[src/rtl/fast_corner_scheduler.sv]
// fast_corner_scheduler
// Sits between the FAST corner detector and the descriptor stage. Tracks
// pixel coordinates, queues detected corners as (x, y, type), enforces a
// per-frame corner budget and closes each frame with a done pulse plus
// accepted/dropped statistics.
// Optional feature macro: FAST_ADAPTIVE_THRESH_EN (adaptive next-frame threshold).
//
// state  | meaning
// IDLE   | no frame in progress
// ACTIVE | frame in progress, corners queued
// FLUSH  | frame ended, draining the old-frame entries (pending count)
// DONE   | one-cycle frame close: done pulse, statistics load

module fast_corner_scheduler #(
    parameter int P_COORD_W     = 11,
    parameter int P_FIFO_DEPTH  = 16,
    parameter int P_MAX_CORNERS = 500,
    parameter int P_MIN_CORNERS = 100,
    parameter int P_THRESH_INIT = 3
) (
    input  logic                 i_clk,
    input  logic                 i_rst,
    input  logic                 i_image_vs,
    input  logic                 i_image_hs,
    input  logic                 i_image_en,
    input  logic [7:0]           i_image_data,
    output logic                 o_corner_valid,
    input  logic                 i_corner_ready,
    output logic [P_COORD_W-1:0] o_corner_x,
    output logic [P_COORD_W-1:0] o_corner_y,
    output logic [1:0]           o_corner_type,
    output logic                 o_frame_done,
    output logic [15:0]          o_corner_count,
    output logic [15:0]          o_drop_count,
    output logic [7:0]           o_threshold
);

    localparam int P_AW  = $clog2(P_FIFO_DEPTH);
    localparam int ENT_W = 2 * P_COORD_W + 2;

    typedef enum logic [1:0] {S_IDLE, S_ACTIVE, S_FLUSH, S_DONE} state_t;

    state_t r_state, w_state_nxt;

    logic                 r_vs_d, r_hs_d;
    logic                 w_vs_rise, w_vs_fall, w_hs_rise, w_hs_fall;
    logic [P_COORD_W-1:0] r_x, r_y, w_x_cur, w_y_cur;
    logic [15:0]          r_acc, r_drop, w_acc_cur, w_drop_cur, w_acc_nxt, w_drop_nxt;
    logic [15:0]          r_snap_acc, r_snap_drop;
    logic [ENT_W-1:0]     r_mem [P_FIFO_DEPTH];
    logic [P_AW:0]        r_wr_ptr, r_rd_ptr, r_count, w_occ, r_pending;
    logic                 w_corner, w_full, w_push, w_drop, w_load, w_hs_out;
    logic                 r_vs_pend;
    logic [ENT_W-1:0]     w_head;

    assign w_vs_rise = i_image_vs & ~r_vs_d;
    assign w_vs_fall = ~i_image_vs & r_vs_d;
    assign w_hs_rise = i_image_hs & ~r_hs_d;
    assign w_hs_fall = ~i_image_hs & r_hs_d;

    // A line/frame start in the same cycle as a pixel makes that pixel coordinate 0.
    assign w_x_cur = w_hs_rise ? '0 : r_x;
    assign w_y_cur = w_vs_rise ? '0 : r_y;

    assign w_acc_cur  = w_vs_rise ? 16'd0 : r_acc;
    assign w_drop_cur = w_vs_rise ? 16'd0 : r_drop;

    // The output register counts toward capacity; a same-cycle pop frees nothing.
    assign w_occ    = r_count + {{P_AW{1'b0}}, o_corner_valid};
    assign w_full   = (w_occ >= (P_AW + 1)'(P_FIFO_DEPTH));
    assign w_corner = i_image_en && (i_image_data == 8'd1 || i_image_data == 8'd2);
    assign w_push   = w_corner && (w_acc_cur < 16'(P_MAX_CORNERS)) && !w_full;
    assign w_drop   = w_corner && !w_push;

    assign w_acc_nxt  = w_acc_cur + {15'd0, w_push};
    assign w_drop_nxt = (w_drop && w_drop_cur != 16'hFFFF) ? w_drop_cur + 16'd1 : w_drop_cur;

    assign w_hs_out = o_corner_valid && i_corner_ready;
    assign w_load   = (r_count != '0) && (!o_corner_valid || i_corner_ready);
    assign w_head   = r_mem[r_rd_ptr[P_AW-1:0]];

    assign o_frame_done = (r_state == S_DONE);

    // Edge detectors and pixel coordinate counters.
    always_ff @(posedge i_clk or posedge i_rst) begin
        if (i_rst) begin
            r_vs_d <= 1'b0;
            r_hs_d <= 1'b0;
            r_x    <= '0;
            r_y    <= '0;
        end else begin
            r_vs_d <= i_image_vs;
            r_hs_d <= i_image_hs;
            r_x    <= (i_image_en && w_x_cur != '1) ? w_x_cur + 1'b1 : w_x_cur;
            r_y    <= (w_hs_fall && w_y_cur != '1) ? w_y_cur + 1'b1 : w_y_cur;
        end
    end

    // Per-frame accepted/drop counters and their end-of-frame snapshots.
    always_ff @(posedge i_clk or posedge i_rst) begin
        if (i_rst) begin
            r_acc       <= '0;
            r_drop      <= '0;
            r_snap_acc  <= '0;
            r_snap_drop <= '0;
        end else begin
            r_acc  <= w_acc_nxt;
            r_drop <= w_drop_nxt;
            if (w_vs_fall) begin
                r_snap_acc  <= w_acc_nxt;
                r_snap_drop <= w_drop_nxt;
            end
        end
    end

    // Corner storage; contents need no reset since pointers define validity.
    always_ff @(posedge i_clk) begin
        if (w_push)
            r_mem[r_wr_ptr[P_AW-1:0]] <= {w_x_cur, w_y_cur, i_image_data[1:0]};
    end

    // FIFO pointers/occupancy and the output holding register.
    always_ff @(posedge i_clk or posedge i_rst) begin
        if (i_rst) begin
            r_wr_ptr       <= '0;
            r_rd_ptr       <= '0;
            r_count        <= '0;
            o_corner_valid <= 1'b0;
            o_corner_x     <= '0;
            o_corner_y     <= '0;
            o_corner_type  <= '0;
        end else begin
            if (w_push)
                r_wr_ptr <= r_wr_ptr + 1'b1;
            if (w_load)
                r_rd_ptr <= r_rd_ptr + 1'b1;
            r_count <= r_count + {{P_AW{1'b0}}, w_push} - {{P_AW{1'b0}}, w_load};
            if (w_load) begin
                o_corner_valid <= 1'b1;
                {o_corner_x, o_corner_y, o_corner_type} <= w_head;
            end else if (w_hs_out) begin
                o_corner_valid <= 1'b0;
            end
        end
    end

    // State register, old-frame pending count, early-new-frame flag and statistics.
    always_ff @(posedge i_clk or posedge i_rst) begin
        if (i_rst) begin
            r_state        <= S_IDLE;
            r_pending      <= '0;
            r_vs_pend      <= 1'b0;
            o_corner_count <= '0;
            o_drop_count   <= '0;
        end else begin
            r_state <= w_state_nxt;
            if (r_state == S_ACTIVE && w_vs_fall)
                r_pending <= w_occ + {{P_AW{1'b0}}, w_push} - {{P_AW{1'b0}}, w_hs_out};
            else if (r_state == S_FLUSH && w_hs_out && r_pending != '0)
                r_pending <= r_pending - 1'b1;
            if (r_state == S_DONE)
                r_vs_pend <= 1'b0;
            else if (r_state == S_FLUSH && w_vs_rise)
                r_vs_pend <= 1'b1;
            if (r_state == S_DONE) begin
                o_corner_count <= r_snap_acc;
                o_drop_count   <= r_snap_drop;
            end
        end
    end

    // Next-state decode.
    always_comb begin
        w_state_nxt = r_state;
        case (r_state)
            S_IDLE:   if (w_vs_rise) w_state_nxt = S_ACTIVE;
            S_ACTIVE: if (w_vs_fall) w_state_nxt = S_FLUSH;
            S_FLUSH:  if (r_pending == '0 || (r_pending == 1 && w_hs_out))
                          w_state_nxt = S_DONE;
            S_DONE:   w_state_nxt = (r_vs_pend || w_vs_rise) ? S_ACTIVE : S_IDLE;
            default:  w_state_nxt = S_IDLE;
        endcase
    end

`ifdef FAST_ADAPTIVE_THRESH_EN
    // Raise the threshold after a lossy frame, lower it after a sparse one.
    always_ff @(posedge i_clk or posedge i_rst) begin
        if (i_rst) begin
            o_threshold <= 8'(P_THRESH_INIT);
        end else if (r_state == S_DONE) begin
            if (r_snap_drop != 16'd0) begin
                if (o_threshold != 8'hFF)
                    o_threshold <= o_threshold + 8'd1;
            end else if (r_snap_acc < 16'(P_MIN_CORNERS)) begin
                if (o_threshold > 8'd1)
                    o_threshold <= o_threshold - 8'd1;
            end
        end
    end
`else
    assign o_threshold = 8'(P_THRESH_INIT);
`endif

endmodule

[config.mk]
export PLATFORM = sky130hd
export DESIGN_NAME = fast_corner_scheduler
export DESIGN_NICKNAME = d
export VERILOG_FILES = /design/src/rtl/fast_corner_scheduler.sv
export SDC_FILE = /design/constraint.sdc
export NUM_CORES = 1
export LEC_CHECK = 0
export CAP_MARGIN = 20
export CORE_UTILIZATION = 35
export DETAILED_ROUTE_END_ITERATION = 8
export GPL_TIMING_DRIVEN = 0
export PLACE_DENSITY_LB_ADDON = 0.05
export SYNTH_ARGS = -nofsm -noshare
export SYNTH_HDL_FRONTEND = slang
export SYNTH_SLANG_ARGS = --single-unit
[constraint.sdc]
create_clock -name i_clk -period 11.2 [get_ports i_clk]
set_input_delay 1.68 -clock i_clk [delete_from_list [all_inputs] [get_ports i_clk]]
set_output_delay 1.68 -clock i_clk [all_outputs]
set_load 0.02 [all_outputs]
# Yosys cells after proc, flatten, opt, wreduce, memory -nomap -nowiden
# Memories as Yosys holds them, arrays and structs flattened. A register that Yosys moved wholly into a read port is not among the register bits.
# Index checks and enable logic that the tools add are counted.
[op_classes]
addsub = 12
n_mul = 0
div = 0
n_lt_le_gt_ge = 2
eq_ne = 12
shift = 0
muxes = 20
bitwise = 8
reduce_logical = 29
[ops]
columns = ["operator", "count"]
rows = [
  ["$mux W16", 3],
  ["$mux W11", 4],
  ["$add A11 B1 Y11 const B", 2],
  ["$ne A11 B11 Y1 const B", 2],
  ["$add A16 B1 Y16", 1],
  ["$add A16 B1 Y16 const B", 1],
  ["$lt A16 B9 Y1 const B", 1],
  ["$ne A16 B16 Y1 const B", 1],
  ["$add A5 B1 Y5", 3],
  ["$logic_and A1 B1 Y1", 14],
  ["$add A5 B1 Y5 const B", 2],
  ["$mux W5", 2],
  ["$reduce_bool A5 Y1", 2],
  ["$sub A5 B1 Y5", 2],
  ["$eq A8 B1 Y1 const B", 1],
  ["$eq A8 B2 Y1 const B", 1],
  ["$pmux W2 S4", 1],
  ["$mux W1", 7],
  ["$mux W2", 3],
  ["$reduce_bool A2 Y1", 3],
  ["$eq A5 B1 Y1 const B", 1],
  ["$ge A5 B5 Y1 const B", 1],
  ["$logic_not A5 Y1", 1],
  ["$sub A5 B1 Y5 const B", 1],
  ["other kinds (10)", 23],
]
[word_totals]
regBits = 144
latch_bits = 0
ramBits = 384
rom_bits = 0
input_bits = 14
output_inout_bits = 66
wordCells = 101
memories = 1
[mem_list]
columns = ["memory", "depth", "width", "read_ports", "rd_ports_with_merged_regs", "wr", "line", "rtl"]
rows = [
  ["r_mem", 16, 24, 1, 1, 1, "50", "logic [ENT_W-1:0] r_mem [P_FIFO_DEPTH];"],
]

# Longest topological paths before layout
# Gate-level depths: netlist (run 1).
[depth]
depth_word = 10
mapped_depth = 17
ltp_nobuf = 16

# Least setup slack after synthesis (run 1)
# OpenSTA, ideal clock, no wires.
[synth_path]
path_kind = "input to register"
startpoint = "input port i_image_data[3]"
endpoint = "memory r_mem[3][0] in the netlist's numbering (enable)"
setup_time_ps = 435
t_arrival_ps = 4383
required_time_ps = 10765
path_slack_ps = 6382
path_stages = 6
n_path_buf = 1
path_cell_list = "nor4b_1 -> and3_1 -> and3_1 -> clkbuf_1 -> nand2_1 -> nor3_1"
[synth_between]
elab_chain_cells = 7
word_cells_on_any_way = 8
classes_between = "eq/ne: 2; mux: 2; reduce/logical: 4"
[synth_rtl]
columns = ["item", "line", "rtl"]
rows = [
  ["from (decl)", "26", "input logic [7:0] i_image_data,"],
  ["$eq A8 B1 Y1 or $eq A8 B2 Y1 (tied branches)", "71", "assign w_corner = i_image_en && (i_image_data == 8'd1 || i_image_data == 8'd2);"],
  ["$logic_or A1 B1 Y1 (*)", "71", ""],
  ["$logic_and A1 B1 Y1 (*)", "71", ""],
  ["$logic_and A1 B1 Y1 (*) (2 in a row)", "72", "assign w_push = w_corner && (w_acc_cur < 16'(P_MAX_CORNERS)) && !w_full;"],
  ["net w_push", "52", "logic w_corner, w_full, w_push, w_drop, w_load, w_hs_out;"],
  ["$mux W1 (*)", "118", "if (w_push)"],
  ["$mux W1 (not written as such) (*)", "119", "r_mem[r_wr_ptr[P_AW-1:0]] <= {w_x_cur, w_y_cur, i_image_data[1:0]};"],
  ["to (decl)", "50", ""],
]
# Mark *: on every way through the listed nets, which the timed path passes. The rest lies on a longest branch.

# Worst setup path in the final report (run 1)
[layout_path]
startpoint = "input port i_image_vs"
endpoint = "register r_y[9]"
[layout_between]
elab_chain_cells = 5
word_cells_on_any_way = 6
classes_between = "add/sub: 1; eq/ne: 1; mux: 2; bitwise: 1; reduce/logical: 1"
[layout_rtl]
columns = ["item", "line", "rtl"]
rows = [
  ["from (decl)", "23", "input logic i_image_vs,"],
  ["$and A1 B1 Y1 (*)", "56", "assign w_vs_rise = i_image_vs & ~r_vs_d;"],
  ["$mux W11 (*)", "63", "assign w_y_cur = w_vs_rise ? '0 : r_y;"],
  ["net w_y_cur[0]", "47", "logic [P_COORD_W-1:0] r_x, r_y, w_x_cur, w_y_cur;"],
  ["parallel branches: the longest is 2 deep, another holds $add A11 B1 Y11", "-", ""],
  ["$mux W11 (*)", "95", "r_y <= (w_hs_fall && w_y_cur != '1) ? w_y_cur + 1'b1 : w_y_cur;"],
  ["to (signal assigned)", "95", ""],
  ["to (decl)", "47", ""],
]
# Mark *: on every way through the listed nets, which the timed path passes.
# A chain may end at the register's enable or synchronous reset.

==> impl_metrics.json, run 1 <==
{
  "hold_class": "register to register",
  "critical_path.startpoint_type": "input port",
  "area_growth_syn_to_layout_pct": 19.1,
  "crit-reg2reg-capture": "r_y[9]",
  "largest_family_of_logic_cells_by_synthesized_area": "multiplexers",
  "die_area_sq_um": 65400,
  "achievable_frequency_ghz": 0.185,
  "cellPowerDensity_nw_per_um2": 220,
  "leakagePower_nw": 9.81,
  "crit_path_end_kind": "register",
  "outcome": "finished, final reports clean",
  "ys_seq_area_frac": 0.697,
  "post_synth_fa_ha_maj_area_fraction": 0.0201,
  "finish.net_count": 1611,
  "ctsHoldBuffers": 0,
  "top_reg_cell_synth": "sky130_fd_sc_hd__edfxtp_1",
  "final_antenna_net_count": 0,
  "first_global_vias": 13000,
  "clock_insertion_delay_worst_skew_ns": 0.62,
  "post_synth_num_cell_types": 51,
  "type_of_the_worst_setup_path": "input port to register",
  "cts_htree_levels": 2,
  "fp.dieW_microns": 256,
  "rsz0062_at_grt": "false",
  "tritoncts.num_buffers": 59,
  "grt_overflow": 0,
  "route.detailed.vias_per_inst": 4.96,
  "clock-root-buffer": "sky130_fd_sc_hd__clkbuf_16",
  "total_drc_errors_in_the_routed_layout": 0,
  "synth-xor-area-share": 0.0311,
  "global_route.usage.total": 0.176,
  "synth-compound-area-share": 0.0438,
  "worst_pin_slew_ns": 1.04,
  "postSynth.asyncResetShare": 0.302,
  "totalWireLength_microns": 56600,
  "hold_path_depth": 2,
  "cts.path.max_buffers": 3,
  "layout_common_cells": "sky130_fd_sc_hd__edfxtp_1 (384), sky130_fd_sc_hd__dfrtp_1 (166), sky130_fd_sc_hd__nand2_1 (148)",
  "placement.io_buffers": 71,
  "critical_path.reg2reg.startpoint": "r_vs_d",
  "post-cts-setup-buffers": 0,
  "grt_max_degree": 109,
  "fin_setup_tns_ns": 0,
  "worstHoldStart": "r_snap_acc[1]",
  "synthesis.instances": 1400,
  "timing.critical_path.required_ns": 11.68,
  "slew_headroom": 0.306,
  "wl_per_cell_microns": 23.0,
  "synth-warning-count": 0,
  "dp.final_hpwl_microns": 37000,
  "fin_area_sq_um": 26800,
  "final.min_clock_period_ns": 5.41,
  "yosys.area.top_type": "sky130_fd_sc_hd__edfxtp_1",
  "min_delay_worst_endpoint": "r_snap_acc[1]",
  "cts.repair.resized": 0,
  "share_of_final_layout_standard_cells_stronger_than_drive_strength_1": 0.178,
  "ys_ff_latch": 550,
  "cts_tree": "done",
  "clk_pin_slew_worst_paths_ns": 0.06,
  "final_period_utilization": 0.483,
  "mappedNetlistArea_sq_um": 22500,
  "detailroute.via_count": 12200,
  "synth_top_cells_by_area": "sky130_fd_sc_hd__edfxtp_1 (51%), sky130_fd_sc_hd__dfrtp_1 (18%), sky130_fd_sc_hd__mux4_2 (7.2%), sky130_fd_sc_hd__nand2_1 (2.5%), sky130_fd_sc_hd__xnor2_1 (2.1%)",
  "grt_first_pass_wirelength_microns": 85100,
  "final-setup-viol-count": 0,
  "place.gp.congestion": 0.753,
  "synth_edf_count": 384,
  "synth_simple_gate_area_frac": 0.0738,
  "core_sq_um": 63300,
  "muxShareOfSynthArea": 0.113,
  "setup.reg_to_reg.worst_slack_ns": 7.02,
  "antenna_violations_before_repair": 1,
  "report.final.slew_viol_count": 0,
  "drt-pass1-iter-count": 5,
  "post_dp_cell_area_sq_um": 24800,
  "synth.top_cell.area_share": 0.512,
  "worst_clock_skew_ns": 0.0155,
  "critical_path.max_fanout": 18,
  "finalHoldViolations": 0,
  "std_cell_rows": 92,
  "irDropWorstVdd_uv": 166,
  "worst-endpoint-arrival_ns": 5.89,
  "num_io_pins": 80,
  "drv.max_cap_violation_count": 0,
  "drt_iter0_markers": 826,
  "syn_area_per_cell_sq_um": 16.1,
  "cts_sinks": 550,
  "rr_worst_depth": 11,
  "final_common_cell": "sky130_fd_sc_hd__edfxtp_1",
  "floorplan.initialDensity": 0.356,
  "total_power_mw": 5.91,
  "floorplan.die.height_microns": 256
}
==> routing by layer <==
metal / part of all wire / track usage / vias up
met3: 0.042 / 0.0328 / 75
met4: 0.019 / 0.0394 / 0
met5: 0 / 0 / -
met2: 0.49 / 0.293 / 195
li1: - / - / 5598
met1: 0.45 / 0.238 / 6323
==> layout make-up <==
cell class / count / area [sq um]
antenna: 1 / 2.50
buffer: 75 / 359
clock buffer: 86 / 1710
clock inverter: 23 / 283
fill: 5764 / 36500
inverter: 32 / 128
multi-input combinational: 749 / 6480
sequential: 550 / 15700
tap: 846 / 1060
timing repair buffer: 95 / 1110
==> cells by family (layout without fill, tap and decap cells) <==
kind of cell,count (synthesis),count (layout)
muxes,159,159
buffers and inverters,107,311
other,2,9
adders and majority gates,35,35
DFF,550,550
and+or+nand+nor,317,317
AOI/OAI and AO/OA,150,150
xor gates and xnor gates,80,80
==> worst max-delay path: stages <==
cell and delay (ns):
sky130_fd_sc_hd__clkdlybuf4s50_1 0.53, sky130_fd_sc_hd__nand2b_2 0.24, sky130_fd_sc_hd__buf_2 0.31, sky130_fd_sc_hd__clkbuf_1 0.40, sky130_fd_sc_hd__clkbuf_1 0.56, sky130_fd_sc_hd__and2_1 0.71
sky130_fd_sc_hd__ha_1 0.30, sky130_fd_sc_hd__nand4_1 0.14, sky130_fd_sc_hd__o41a_1 0.53, sky130_fd_sc_hd__nand4_1 0.22, sky130_fd_sc_hd__nor3_1 0.11, sky130_fd_sc_hd__xor2_1 0.15
==> state kept, by name, indices dropped and copies added, names as in the netlist <==
name            count
r_hs_d              1
r_vs_d              1
o_corner_valid      1
r_snap_acc         16
r_x                11
r_pending           5
r_count             5
o_corner_type       2
r_rd_ptr            4
r_acc              16
r_wr_ptr            4
r_y                11
o_corner_count     16
r_mem             384
r_state             2
r_snap_drop        16
o_corner_x         11
o_corner_y         11
r_vs_pend           1
o_drop_count       16
r_drop             16
==> metrics by stage <==
stage,worst slack [ns],cells,hold slack (ns),util
global placement,1.72,2323,0.462,0.384
CTS,5.74,2455,0.477,0.423
global route,5.55,2456,0.499,0.424
finish,5.79,2457,0.478,0.424
detailed placement,5.08,2346,0.461,0.392
floorplan,5.03,1406,0.440,-
==> synth_stat cells (7+ instances only) <==
cell type                  number
sky130_fd_sc_hd__buf_4         11
sky130_fd_sc_hd__edfxtp_1     384
sky130_fd_sc_hd__nand3_1       15
sky130_fd_sc_hd__nor3_1        18
sky130_fd_sc_hd__inv_1         32
sky130_fd_sc_hd__buf_1          9
sky130_fd_sc_hd__mux4_2        72
sky130_fd_sc_hd__and2_1        25
sky130_fd_sc_hd__mux2_2        39
sky130_fd_sc_hd__xor2_1        25
sky130_fd_sc_hd__buf_2         11
sky130_fd_sc_hd__nor4_4         9
sky130_fd_sc_hd__mux2i_1       48
sky130_fd_sc_hd__nand4_1       14
sky130_fd_sc_hd__clkbuf_1      41
sky130_fd_sc_hd__nand2b_1       7
sky130_fd_sc_hd__o21ai_0       65
sky130_fd_sc_hd__ha_1          33
sky130_fd_sc_hd__nand2_1      148
sky130_fd_sc_hd__dfrtp_1      166
sky130_fd_sc_hd__nor2_1        49
sky130_fd_sc_hd__and3_1         8
sky130_fd_sc_hd__a21oi_1       13
sky130_fd_sc_hd__o221ai_1      48
sky130_fd_sc_hd__o31ai_1        9
sky130_fd_sc_hd__xnor2_1       55
==> worst max-delay path by stage <==
stage	to	cells past startpoint	slack, ns	startpoint
final	r_y[9]	12	5.79	i_image_vs
after global routing	r_y[7]	12	5.55	i_image_vs
after CTS	r_y[9]	12	5.74	i_image_vs
after detailed placement	r_y[9]	12	5.08	i_image_vs
after global placement	o_corner_x[5]	2	1.72	i_rst
after floorplan	o_corner_count[0]	1	5.03	i_rst
==> power by group <==
part / leakage [nW] / switching, mW / internal, mW / total, mW
Clock: 0.982 / 0.806 / 1.21 / 2.02
Combinational: 3.04 / 0.927 / 0.614 / 1.54
Sequential: 5.80 / 0.0691 / 2.28 / 2.35
No activity file was read; power rests on OpenSTA's default activity.
==> inputs of run 2 (changes only) <==
clock period = 5.63 ns   (was 11.2 ns; I/O delays follow)
==> results of run 2 <==
The final DEF is identical to that of run 1. Status: finished, final reports clean.
Main changes from that run: setup slack after placement 5.08 ns -> 0.346 ns; setup slack after layout 5.79 ns -> 1.06 ns; register-to-register setup slack 7.02 ns -> 1.45 ns; total power 5.91 mW -> 11.8 mW; worst IR drop on VDD 166 uV -> 330 uV
